**src/rtl/univ_shift_reg.sv**
```systemverilog
// Universal shift register: hold, shift right, shift left and parallel load,
// with a saturating shift counter and a direction-dependent serial output.
// Optional feature macro: USR_ROTATE_EN adds input 'rot'. When rot=1, shifts
// recirculate the outgoing bit instead of taking sin.
module univ_shift_reg #(
    parameter int WIDTH = 8,
    parameter int CW    = $clog2(WIDTH + 1)
) (
    input  logic             clk,
    input  logic             rst,
    input  logic             en,
    input  logic [1:0]       mode,
    input  logic             sin,
    input  logic [WIDTH-1:0] pin,
`ifdef USR_ROTATE_EN
    input  logic             rot,
`endif
    output logic [WIDTH-1:0] pout,
    output logic             sout,
    output logic [CW-1:0]    cnt,
    output logic             full
);

    typedef enum logic [1:0] {
        MODE_HOLD  = 2'b00,
        MODE_RIGHT = 2'b01,
        MODE_LEFT  = 2'b10,
        MODE_LOAD  = 2'b11
    } mode_e;

    localparam logic [CW-1:0] CntMax = CW'(WIDTH);

    logic [WIDTH-1:0] qQ, qD;
    logic [CW-1:0]    cntQ, cntD;
    logic             dirQ, dirD;
    logic             fillRight;
    logic             fillLeft;
    logic             cntBump;
    mode_e            modeSel;

    assign modeSel = mode_e'(mode);

    // Pick the bit entering the vacated end: the serial input, or the bit falling off the other end when rotating.
`ifdef USR_ROTATE_EN
    always_comb begin
        fillRight = rot ? qQ[0]       : sin;
        fillLeft  = rot ? qQ[WIDTH-1] : sin;
    end
`else
    always_comb begin
        fillRight = sin;
        fillLeft  = sin;
    end
`endif

    // Next-state for contents, counter and direction; en=0 and hold both leave everything alone.
    always_comb begin
        qD      = qQ;
        cntD    = cntQ;
        dirD    = dirQ;
        cntBump = (cntQ < CntMax);
        if (en) begin
            case (modeSel)
                MODE_RIGHT: begin
                    qD   = {fillRight, qQ[WIDTH-1:1]};
                    dirD = 1'b0;
                    if (cntBump) cntD = cntQ + 1'b1;
                end
                MODE_LEFT: begin
                    qD   = {qQ[WIDTH-2:0], fillLeft};
                    dirD = 1'b1;
                    if (cntBump) cntD = cntQ + 1'b1;
                end
                MODE_LOAD: begin
                    qD   = pin;
                    cntD = '0;
                end
                default: begin
                    qD   = qQ;
                    cntD = cntQ;
                    dirD = dirQ;
                end
            endcase
        end
    end

    // State registers; reset wins over enable and mode and discards any partially shifted data.
    always_ff @(posedge clk) begin
        if (rst) begin
            qQ   <= '0;
            cntQ <= '0;
            dirQ <= 1'b0;
        end else begin
            qQ   <= qD;
            cntQ <= cntD;
            dirQ <= dirD;
        end
    end

    assign pout = qQ;
    assign cnt  = cntQ;
    assign full = (cntQ == CntMax);
    assign sout = dirQ ? qQ[WIDTH-1] : qQ[0];

endmodule
```
**config.mk**
```make
export PLATFORM = sky130hd
export DESIGN_NAME = univ_shift_reg
export DESIGN_NICKNAME = d
export VERILOG_FILES = /design/src/rtl/univ_shift_reg.sv
export SDC_FILE = /design/constraint.sdc
export NUM_CORES = 1
export LEC_CHECK = 0
export CAP_MARGIN = 10
export CORE_MARGIN = 2
export CORE_UTILIZATION = 35
export DETAILED_ROUTE_END_ITERATION = 6
export DONT_BUFFER_PORTS = 1
export PLACE_DENSITY_LB_ADDON = 0.12
export REMOVE_ABC_BUFFERS = 1
export SLEW_MARGIN = 0
export SYNTH_ARGS = -nofsm -noshare
export SYNTH_HDL_FRONTEND = slang
export SYNTH_SLANG_ARGS = --single-unit
```
**constraint.sdc**
```tcl
create_clock -name clk -period 3.05 [get_ports clk]
set_input_delay 0.4575 -clock clk [delete_from_list [all_inputs] [get_ports clk]]
set_output_delay 0.4575 -clock clk [all_outputs]
set_load 0.01 [all_outputs]
```
Yosys cells after proc, flatten, opt, wreduce, memory -nomap -nowiden
Cells that the tools add are included.

$add $sub $neg: 1. Order comparisons: 1. Eq/ne operators: 5. Multiplexer cells: 5. Reductions and logical operators: 7.

Operators by type and width (count): $pmux 8 s3 (1); $pmux 4 s2 (1); $add 4x1->4 const B (1); $eq 2x2->1 const B (2); $eq 4x4->1 const B (1); $lt 4x4->1 const B (1); $mux 4 (1); $reduce_and 2->1 (2); $reduce_bool 2->1 (2); $reduce_and 3->1 (1); $reduce_bool 3->1 (1); $eq 2x1->1 const B (1); $ne 2x1->1 const B (1); $pmux 1 s2 (1); $reduce_or 2->1 (1); $mux 1 (1).

Bits in registers: 13. Input bits: 14. Output and inout port bits: 14. Word-level logic and storage cells: 22.

Longest topological paths before layout
Gate-level depths: netlist of run 1.

Word-level depth: 4. Depth in mapped cells: 7. Mapped depth without buffers: 5.

Worst setup path before layout of run 1
Ideal clock, no wire load.

Path kind: input port to flip-flop. Start: input port mode[0]. End: register qQ[7], in the netlist pout[7]. Setup time: 0.137 ns. Arrival time: 1.405 ns. Data required time: 2.913 ns. Setup slack: 1.508 ns. Stages on the path: 6. Path buffers: 1. Cells stage by stage: inv_1 -> ha_1 -> buf_6 -> o21a_4 -> a221oi_1 -> a211oi_1.

Cells in the longest elaborated chain, start to end: 3. Elaborated cells on any way between the ends: 6. Those cells by class: eq/ne: 3; mux: 1; reduce/logical: 2.

RTL lines: start, declared (line 12) `input logic [1:0] mode,`; $eq 2x2->1 / $eq 2x1->1 (equally long branches) (line 63) `case (modeSel)`; $reduce_bool 3->1 (no source line); $reduce_and 2->1 (no source line); end signal, assigned (line 94) `qQ <= qD;`; end, declared (line 33) `logic [WIDTH-1:0] qQ, qD;`.

Parallel ways exist; a longest one is shown, timed or not. A chain may end at the register's enable or synchronous reset.

Worst setup path in the final report of run 1
Start: register cntQ[0], in the netlist cnt[0]. End: output port full.

Cells in the longest elaborated chain, start to end: 1.

RTL lines: start, declared (line 34) `logic [CW-1:0] cntQ, cntD;`; start signal, assigned (line 95) `cntQ <= cntD;`; $eq 4x4->1 (line 102) `assign full = (cntQ == CntMax);`; end, declared (line 21) `output logic full`.

Every way passes these cells.

==> results of run 1 <==
flip-flops by register name (all words and copies together), names as in the netlist:
register  count
cnt           4
pout          8
dirQ          1
placed cells by master, fill, tap and decap left out, types with 2 or more instances in the layout:
cell type  count
dfxtp_1       13
a211oi_1       6
clkbuf_4       3
a221oi_2       5
inv_1          7
nor3b_2        3
nor3b_1        5
o32ai_1        2
nand3_1        3
nand2_1        2
nor2_2         2
a21oi_1        3
a211oi_2       2
nor2_1         6
ha_1           6
a221oi_1       3
report_power, final:
group / leakage (nW) / switching (W) / internal, W / total, W
clock: 0.0150 / 0.0000602 / 0.0000507 / 0.000111
combinational: 0.199 / 0.0000350 / 0.0000322 / 0.0000672
sequential: 0.107 / 0.0000183 / 0.000180 / 0.000198
total: 0.320 / 0.000114 / 0.000263 / 0.000377
area by class of cell:
| type | instances | area [um^2] |
|---|---|---|
| flip-flops and latches | 13 | 260 |
| repair buffers | 1 | 7.51 |
| clock buffers | 4 | 26.3 |
| inverters | 7 | 26.3 |
| fillers | 271 | 1540 |
| well taps | 30 | 37.5 |
| multi-input cells | 62 | 538 |
stage by stage:
stage	total power (W)	cell area [um^2]
final	0.000377	896
after global routing	0.000397	896
after CTS	0.000382	896
after detailed placement	0.000270	870
after global placement	0.000270	870
after floorplan	0.000255	825
worst max-delay path: stages (launching register included):
cell and delay, ns:
dfxtp_1 0.49, inv_1 0.10, ha_1 0.20, and3b_1 0.20
worst max-delay path by stage:
stage / to / cells past startpoint
floorplan: pout[1] / 5
CTS: full / 3
global route: full / 3
global placement: pout[7] / 4
finish: full / 3
detailed placement: pout[7] / 4
kinds of logic (layout without fill, tap and decap cells):
family,after synthesis,in the layout
adder cells (fa/ha/maj),6,6
AO/OA/AOI/OAI,28,28
multiplexers,1,1
AND/OR/NAND/NOR,27,27
buffers and inverters,14,12
flip-flops,13,13
per-layer routing:
| layer | global-route usage [%] | part of all wire (%) | vias to the layer above |
|---|---|---|---|
| li1 | - | - | 333 |
| met1 | 16.3 | 45 | 322 |
| met2 | 22.3 | 49 | 19 |
| met3 | 6.56 | 6.6 | 0 |
| met4 | 2.50 | 0 | 0 |
| met5 | 0 | 0 | - |
==> metrics.txt, run 1 <==
drt wl/cell=~16 um; Post-Synthesis Cells=89; max_cap viols=0; antenna-violating nets left=0; Synth cell types=33; Setup WS post-layout=~1.3 ns; simple-gate area share of the yosys netlist=about a fifth; yosys warns=0; drt drc=0; Reg2Reg Setup Slack=approximately 1.6 ns; TNS Setup=0 ns; cts repair resizes=0; Worst Path Max Fanout=6; Clock Latency Late Sink=approximately 0.28 ns; crit path kind=reg -> out; sequential fraction of the synthesis area=29.3%; Layout Nets=about 110; RSZ-0062 raised after global routing=no; leakage power=0.320 nW; most instantiated cells after synthesis=13 x dfxtp_1, 7 x inv_1, 6 x a211oi_1, 6 x ha_1, 6 x nor2_1; Worst-path clk slew=approximately 0.090 ns; via count=~670; H-tree depth=1; count leader, synth=dfxtp_1; slew at the pin closest to its max-slew limit=between 0.9 and 1 ns; ys flop type=dfxtp_1; I/O pin cnt=28; Mapped Avg Cell Area=roughly 10 um^2; reg2reg path depth=5; Worst Clk Skew=slightly below 0.004 ns; Tot GR Track Use=a little over an eighth; DIE AREA=around 0.0030 mm^2; worst hold path stage count=1; n_diodes=0; CTS tree=built; vias in the first global route=~590; main combinational cell family by area after synthesis=compound AO/OA/AOI/OAI gates; Layout area overhead=0.703%; vias per inst=~5.8; Req. time, crit path=2.59 ns; XOR/XNOR Fraction of Synth Area=0%; RR Endpoint=cnt[1]; Bufs on Longest Clock Path=2; Final Cycle Share=between 50% and 60%; core area=between 0.002 and 0.0025 mm^2; TritonCTS Buffers=3; Yosys top cell area share=a little under 30%; PD cells=approximately 420 mW/mm^2; CTS Sinks=13; Setup violations, final=0; first-pass GRT wire length=between 2 and 3 mm; grt ovf=0; Hold Path End=pout[6]; Final Hold Fails=0; crit path DAT=approximately 1.3 ns; share of layout cells above drive strength 1=between 20% and 30%; Initial Util=a little over a third; synth top area cells=dfxtp_1 29%, a221oi_2 8.4%, ha_1 8.4%, a211oi_1 5.1%, nor3b_1 4.2%; port bufs=0; Post-synth EDFFs=0; mux contribution to synthesized area=between 1 and 1.5%; post-route minimum period=roughly 1.7 ns; Max Clk Rate=0.578 GHz; VDD IR-drop max=0.215 mV; first drt pass iteration count=2; R2R Path Start=cnt[0]; Max Slew Vio Count=0; Rows=18; WHS=0.230 ns; Crit. Startpoint=cnt[0]; compound-cell area share of the yosys netlist=30.4%; Adder-Cell Fraction of Synth Area=under 10%; cts hold-fix bufs=0; Finished Layout Cells=approximately 120; setup repair bufs after CTS=0; hold path start=rst; Rel. slew slack=~37%; HP Class=in -> reg; routed wire length=around 1.9 mm; Critical Path Start Type=register; placed cells=around 110; Place WS=1.10 ns; die width=approximately 54 um; detailed placement HPWL=1.38 mm; FFs w/ async S/R, synth=0%; Initial DRC Count=5; initial antenna violation count=0; Synth area leader=dfxtp_1; status=complete, no violations; Final Core Density=~37%; Setup crit end kind=primary output; CTS root buffer=clkbuf_4; final RePlAce weighted congestion=roughly 0.76; area of the mapped netlist=890 um^2; Die Ht=approximately 54 um; largest net degree at the start of global routing=23; Yosys reg bits=13
Power figures use the tool's default switching activity.
==> run 2, diff against run 1 <==
- clock period: 3.05 -> 1.45 ns (I/O delays scaled with it)
==> metrics.txt, run 2 (synthesized netlist as in run 1, its figures left out) <==
status=complete, no violations; Setup crit end kind=primary output; slew at the pin closest to its max-slew limit=0.510 ns (-0.441 ns); detailed placement HPWL=1.43 mm (+4.0%); PD cells=858 mW/mm^2 (+100%); Bufs on Longest Clock Path=2 (unchanged); drt wl/cell=16.1 um (-0.45%); Pint=0.000564 W (+110%); most frequent cells in the layout=13 x dfxtp_1, 7 x inv_1; first-pass GRT wire length=3.19 mm (+11%); Setup WS post-layout=0.163 ns (-1.16 ns); clock share of power=28.7% (-0.8 points); Critical Path Start Type=register; I/O pin cnt=28 (unchanged); cts hold-fix bufs=1 (+1); sw frac=30.4% (+0.24 points); initial antenna violation count=0 (unchanged); Reg power frac=50.8% (-1.9 points); vias in the first global route=690 (+17%); Setup violations, final=0 (unchanged); Largest delay share family, worst path=flip-flops; CTS root buffer=clkbuf_4; crit path kind=reg -> out; Worst-path clk slew=0.08 ns (about the same); DP Area=907 um^2 (+4.3%); antenna-violating nets left=0 (unchanged); crit path DAT=1.07 ns (-0.20 ns); HP Class=in -> reg; CTS tree=built; switching power=0.000246 W (+120%); Final Cycle Share=about nine tenths; Clock Latency Late Sink=0.28 ns (about the same); largest net degree at the start of global routing=17 (-26%); post-route minimum period=approximately 1.3 ns; Final Core Density=38.8% (+2.0 points); Comb pwr share=20.5% (+2.6 points); first drt pass iteration count=4 (+2); grt ovf=0 (unchanged); Place WS=0.0845 ns (-1.02 ns); WHS=0.0675 ns (-0.162 ns); Layout area overhead=6.05%; Initial Util=36.6% (unchanged); FILL cells=253 (-6.6%); worst-path cell with the longest stage delay=dfxtp_1; Worst Path Buf+Inv=0 (-1); TritonCTS Buffers=3 (unchanged); Pwr Total=0.000810 W (+110%); share of layout cells above drive strength 1=26.9% (+3.9 points); cell area after layout=943 um^2 (+5.3%); n_diodes=0 (unchanged); drt drc=0 (unchanged); commonest non-fill, non-tap cell in the layout=dfxtp_1; leakage power=0.351 nW (+9.5%); Initial DRC Count=13 (+8); Worst Clk Skew=0.00708 ns (+0.00320 ns); critical path's largest stage delay=0.53 ns (+0.04 ns); CTS Sinks=13 (unchanged); via count=699 (+3.7%); port bufs=0 (unchanged); Final Hold Fails=0 (unchanged); VDD IR-drop max=0.502 mV (+130%); routed wire length=1.98 mm (+4.7%); Max Clk Rate=0.777 GHz; Tot GR Track Use=15.4% (+1.7 points); setup repair bufs after CTS=0 (unchanged); Max Slew Vio Count=0 (unchanged); core area=0.00243 mm^2 (unchanged); ordered list of cells on the worst path=and3b_1; Rows=18 (unchanged); max_cap viols=0 (unchanged); die width=54.4 um (unchanged); vias per inst=5.68 (-1.3%); Rel. slew slack=65.9% (+29 points); DIE AREA=0.00296 mm^2 (unchanged); max FFs per register=8 (unchanged); cts repair resizes=0 (unchanged); Die Ht=54.4 um (unchanged); Worst Path Max Fanout=7 (+1); H-tree depth=1 (unchanged); RSZ-0062 raised after global routing=no; final RePlAce weighted congestion=0.711 (-6.0%); Layout Nets=114 (+5.6%); Req. time, crit path=1.23 ns (-1.36 ns)
## run 2: final timing paths
path	from	endpoint	slack, ns	depth (start not counted)
max reg2reg	cnt[1]	cnt[1]	0.19	5
max	cnt[3]	full	0.16	1
min	rst	cnt[1]	0.07	1
min reg2reg	dirQ	dirQ	0.47	2
## run 2: final cells by class
type	instances	area [um^2]	area share (%)
Clock buffer	4	26.3	2.79
Sequential cell	13	260	27.6
Tap cell	30	37.5	3.98
Multi-Input combinational cell	62	538	57.0
Inverter	7	26.3	2.79
Timing Repair Buffer	7	55.1	5.84
## run 2: power groups by stage
stage,Combinational [W],Sequential (W),Clock [W]
floorplan,0.000120,0.000417,0
global placement,0.000158,0.000419,0
detailed placement,0.000160,0.000420,0
CTS,0.000168,0.000412,0.000241
global route,0.000188,0.000415,0.000259
finish,0.000166,0.000411,0.000232
## run 2: per-stage QoR
| stage | instances | setup TNS, ns |
|---|---|---|
| final | 123 | 0 |
| after detailed placement | 118 | 0 |
| after floorplan | 82 | -0.235 |
| after global placement | 118 | 0 |
| after CTS | 123 | 0 |
| after global routing | 123 | 0 |
## run 2: metal layers
layer	part of all wire, %	global-route usage (%)
met5	0	0
met4	0	2.50
met3	8.3	7.10
met2	49	27.1
met1	42	17.1
